**src/rtl/factorial_top.sv**
```systemverilog
// factorial_top: iterative n! mod 2^SIZE engine (FSM controller + counter/product datapath)
module factorial_top #(
    parameter int SIZE = 8
) (
    input  logic            clk,
    input  logic            rst_n,
    input  logic            go,
    input  logic [SIZE-1:0] n,
    output logic [2:0]      curr_state,
    output logic            done,
    output logic [SIZE-1:0] result,
    output logic            proceed
);
    localparam logic [2:0] IDLE  = 3'd0;
    localparam logic [2:0] LOAD  = 3'd1;
    localparam logic [2:0] CHECK = 3'd2;
    localparam logic [2:0] MULT  = 3'd3;
    localparam logic [2:0] DONE  = 3'd4;

    logic [2:0]      state, next_state;
    logic [SIZE-1:0] counter, product;

    assign proceed    = counter > SIZE'(1);
    assign done       = state == DONE;
    assign result     = product;
    assign curr_state = state;

    // codes 5-7 fall through to IDLE
    always_comb begin
        next_state = IDLE;
        case (state)
            IDLE:  next_state = go ? LOAD : IDLE;
            LOAD:  next_state = CHECK;
            CHECK: next_state = proceed ? MULT : DONE;
            MULT:  next_state = CHECK;
            DONE:  next_state = go ? DONE : IDLE;
            default: next_state = IDLE;
        endcase
    end

    always_ff @(posedge clk or negedge rst_n) begin
        if (!rst_n) begin
            state   <= IDLE;
            counter <= '0;
            product <= '0;
        end else begin
            state <= next_state;
            if (state == LOAD) begin
                counter <= n;
                product <= SIZE'(1);
            end else if (state == MULT) begin
                product <= product * counter;
                counter <= counter - SIZE'(1);
            end
        end
    end
endmodule

```
**config.mk**
```make
export PLATFORM = sky130hd
export DESIGN_NAME = factorial_top
export DESIGN_NICKNAME = d
export VERILOG_FILES = /design/src/rtl/factorial_top.sv
export SDC_FILE = /design/constraint.sdc
export NUM_CORES = 1
export LEC_CHECK = 0
export ABC_AREA = 1
export BUFFER_PORTS_ARGS = -buffer_cell sky130_fd_sc_hd__buf_2
export CORE_MARGIN = 4
export CORE_UTILIZATION = 59
export CTS_CLUSTER_DIAMETER = 60
export DETAILED_ROUTE_END_ITERATION = 7
export PLACE_DENSITY = 0.78
export SLEW_MARGIN = 15
export SYNTH_ARGS = -nofsm -noshare
export SYNTH_HDL_FRONTEND = slang
export SYNTH_SLANG_ARGS = --single-unit
```
**constraint.sdc**
```tcl
create_clock -name clk -period 5.2 [get_ports clk]
set_input_delay 0.26 -clock clk [delete_from_list [all_inputs] [get_ports clk]]
set_output_delay 0.26 -clock clk [all_outputs]
set_load 0.05 [all_outputs]
```
==> results.sh <==
export IMPL_grtUsageTotal_pct=22.2
export IMPL_seq_area_sq_um=475
export IMPL_crit_top_cell="nand2_1"
export IMPL_ys_seq_elements=19
export IMPL_cts_max_level=1
export IMPL_dp_hpwl_mm=3.28
export IMPL_worstSetupPathType="flip-flop to flip-flop"
export IMPL_ir_worst_vdd_v=0.000407
export IMPL_dieArea_sq_um=4380
export IMPL_max_stage_delay_ns=0.54
export IMPL_fill_cells=303
export IMPL_root_buffer="clkbuf_4"
export IMPL_final_hold_viol_count=0
export IMPL_coreArea_sq_um=3150
export IMPL_fmax_mhz=253
export IMPL_crit_chain="nand2_1 -> fa_1 -> fa_1 -> inv_1 -> fa_1 -> inv_1 -> fa_1 -> inv_1 -> ha_1 -> nand3_1 -> nand3_1 -> nand2_1 -> nand2_1 -> nand2_1 -> inv_1 -> nor2_1 -> nand3_1 -> nand3_1 -> nand2_1"
export IMPL_rsz0062_at_grt="no"
export IMPL_p_leak_nw=1.30
export IMPL_nNetsFinal=336
export IMPL_drtIter0Drc=102
export IMPL_vias=1683
export IMPL_required_ns=5.42
export IMPL_critPathSlowestCell="fa_1"
export IMPL_dr_pass1_iters=4
export IMPL_timing_final_crit_period_ns=3.95
export IMPL_fin_setup_tns_ns=0
export IMPL_wl_per_cell_um=12.4
export IMPL_cts_tree="yes"
export IMPL_drive_above_1_share_pct=11.2
export IMPL_initial_utilization_pct=63.4
export IMPL_synthToLayoutAreaGrowth_pct=6.51
export IMPL_multiInputGateArea_sq_um=1210
export IMPL_skew_ns=0.0120
export IMPL_top_layer="met4"
export IMPL_netlist_area_sq_um=2000
export IMPL_clock_path_buffers=2
export IMPL_yosysUniqueCellTypes=27
export IMPL_syn_num_nets=318
export IMPL_antenna_left=0
export IMPL_p_per_area_nw_per_um2=628
export IMPL_synthCells=277
export IMPL_antenna_found_initial=0
export IMPL_path_buf_inv=4
export IMPL_row_count=20
export IMPL_stdcell_area_sq_um=2130
export IMPL_critPathLaunchType="flip-flop"
export IMPL_relSlewSlack_pct=64.1
export IMPL_wirelength_mm=4.20
export IMPL_met3WireLength_um=204
export IMPL_worstPathArrival_ns=4.17
export IMPL_grt_max_degree=20
export IMPL_grt_pass1_wl_mm=7.42
export IMPL_power_w=0.00134
export IMPL_setup_violations_final=0
export IMPL_syn_area_per_cell_sq_um=7.22
export IMPL_drc=0
export IMPL_ios=24
export IMPL_wl_met1_mm=1.98
export IMPL_insertedDiodeCount=0
export IMPL_grt_pass1_vias=1525
export IMPL_die_w_um=66.2
export IMPL_ys_warn_count=0
export IMPL_cap_violations=0
export IMPL_crit_family="adder cells"
export IMPL_grt_ovfl_total=0
export IMPL_insertion_delay_ns=0.32
export IMPL_finalCritPeriodShare_pct=75.9
export IMPL_post_dp_cell_area_sq_um=2090
export IMPL_portBuffers=23
export IMPL_drv_slew=0
export IMPL_cts_sinks=19
export IMPL_status="finished clean"
export IMPL_die_h_um=66.2
export IMPL_path_max_fanout=9
export IMPL_cts_buffers=3
export IMPL_place_congestion=0.831
export IMPL_vias_per_cell=4.98
export IMPL_cp_end_kind="flip-flop"
export IMPL_worstMarginPinSlew_ns=0.538
export IMPL_seq_area_frac_synth_pct=23.8
export IMPL_hp_class="input pin to flip-flop"
export IMPL_cts_resized=0
export IMPL_clkTransAtPathRegs_ns=0.13
export IMPL_met2_length_mm=1.99
## cells in the mapped netlist (all sizes together)
master,instances,area [sq um]
nand2,90,343
inv,63,236
dfrtp,19,475
ha,18,225
nand3,14,80.1
nor2,14,57.6
fa,12,240
buf,11,77.6
o21ai,6,30.0
xnor2,6,52.6
a22oi,5,37.5
a22o,4,35.0
xor2,3,26.3
nand3b,2,15.0
nand4,2,12.5
nor3,2,10.0
o211ai,2,15.0
a21oi,1,5.00
o21a,1,7.51
o221ai,1,8.76
o41ai,1,8.76
## where the power goes
group,total (W),internal (W),switching (W)
sequential,0.000355,0.000213,0.000142
clock,0.0000818,0.0000288,0.0000530
combinational,0.000900,0.000322,0.000578
## final timing paths
check / endpoint / from / cells after the start / slack, ns
worst max-delay path: result[7] / counter[4] / 19 / 1.25
worst min-delay path: counter[5] / n[5] / 3 / 0.16
worst max register to register: result[7] / counter[4] / 19 / 1.25
worst min register to register: curr_state[0] / curr_state[0] / 1 / 0.53
max in group asynchronous: result[1] / rst_n / 2 / 4.45
min in group asynchronous: counter[6] / rst_n / 2 / 0.41
## metrics by stage
step | setup WS, ns | std cells | util, % | hold slack, ns
after global placement | 1.37 | 333 | 66.3 | 0.235
after CTS | 1.26 | 338 | 67.5 | 0.156
after global routing | 0.953 | 338 | 67.5 | 0.157
after detailed placement | 1.28 | 333 | 66.3 | 0.237
final | 1.25 | 338 | 67.5 | 0.164
after floorplan | 1.12 | 277 | - | -0.0356
## per-layer routing
metal / track usage (%) / vias up
met4: 5.33 / 0
met2: 33.8 / 35
met5: 0 / -
li1: - / 874
met1: 32.5 / 769
met3: 3.91 / 5
## placed cells by master, fill, tap and decap left out
cell type | synthesis | final
nor2_2 | 2 | 2
o21a_1 | 1 | 1
a22oi_1 | 5 | 5
xor2_1 | 3 | 3
dfrtp_1 | 19 | 19
o221ai_1 | 1 | 1
o211ai_1 | 2 | 2
dlygate4sd3_1 | 0 | 1
nor3_1 | 2 | 2
inv_1 | 63 | 63
nand2_1 | 88 | 88
nand4_1 | 2 | 2
o21ai_1 | 1 | 1
nand3b_1 | 2 | 2
ha_1 | 18 | 18
clkbuf_4 | 0 | 3
o41ai_1 | 1 | 1
clkinv_2 | 0 | 1
buf_2 | 5 | 23
nand3_2 | 2 | 2
fa_1 | 12 | 12
nand3_1 | 12 | 12
o21ai_0 | 5 | 5
xnor2_1 | 6 | 6
a22o_1 | 4 | 4
nand2_2 | 2 | 2
nor2_1 | 12 | 12
a21oi_1 | 1 | 1
## flip-flops by register name (all words and copies together), names as in the netlist
name,cells
curr_state,3
counter,8
result,8
## worst min-delay path, cell delays in order
cell	delay, ns
buf_2	0.08
a22oi_1	0.06
nand2_1	0.06
## what timing repair did
action	4_1_cts	5_1_grt
hold buffers	1	0
endpoints found under the setup margin	0	0
hold endpoints to repair	19	0
setup buffers	0	0
## logic make-up after synthesis
group / after synthesis / share of synthesized area [%]
flip-flops: 19 / 23.8
adder cells (fa/ha/maj): 30 / 23.3
AND/OR/NAND/NOR: 124 / 25.9
XOR/XNOR: 9 / 3.94
AO/OA/AOI/OAI: 21 / 7.38
buffers and inverters: 74 / 15.7
## area by class of cell
class                      instances  share of cell area (%)
multi-input combinational        184                    56.8
sequential                        19                    22.3
inverter                          63                    11.1
timing repair buffer              24                    5.88
tap                               44                    2.59
clock buffer                       3                    1.06
clock inverter                     1                   0.235
No activity file was read; power rests on OpenSTA's default activity.
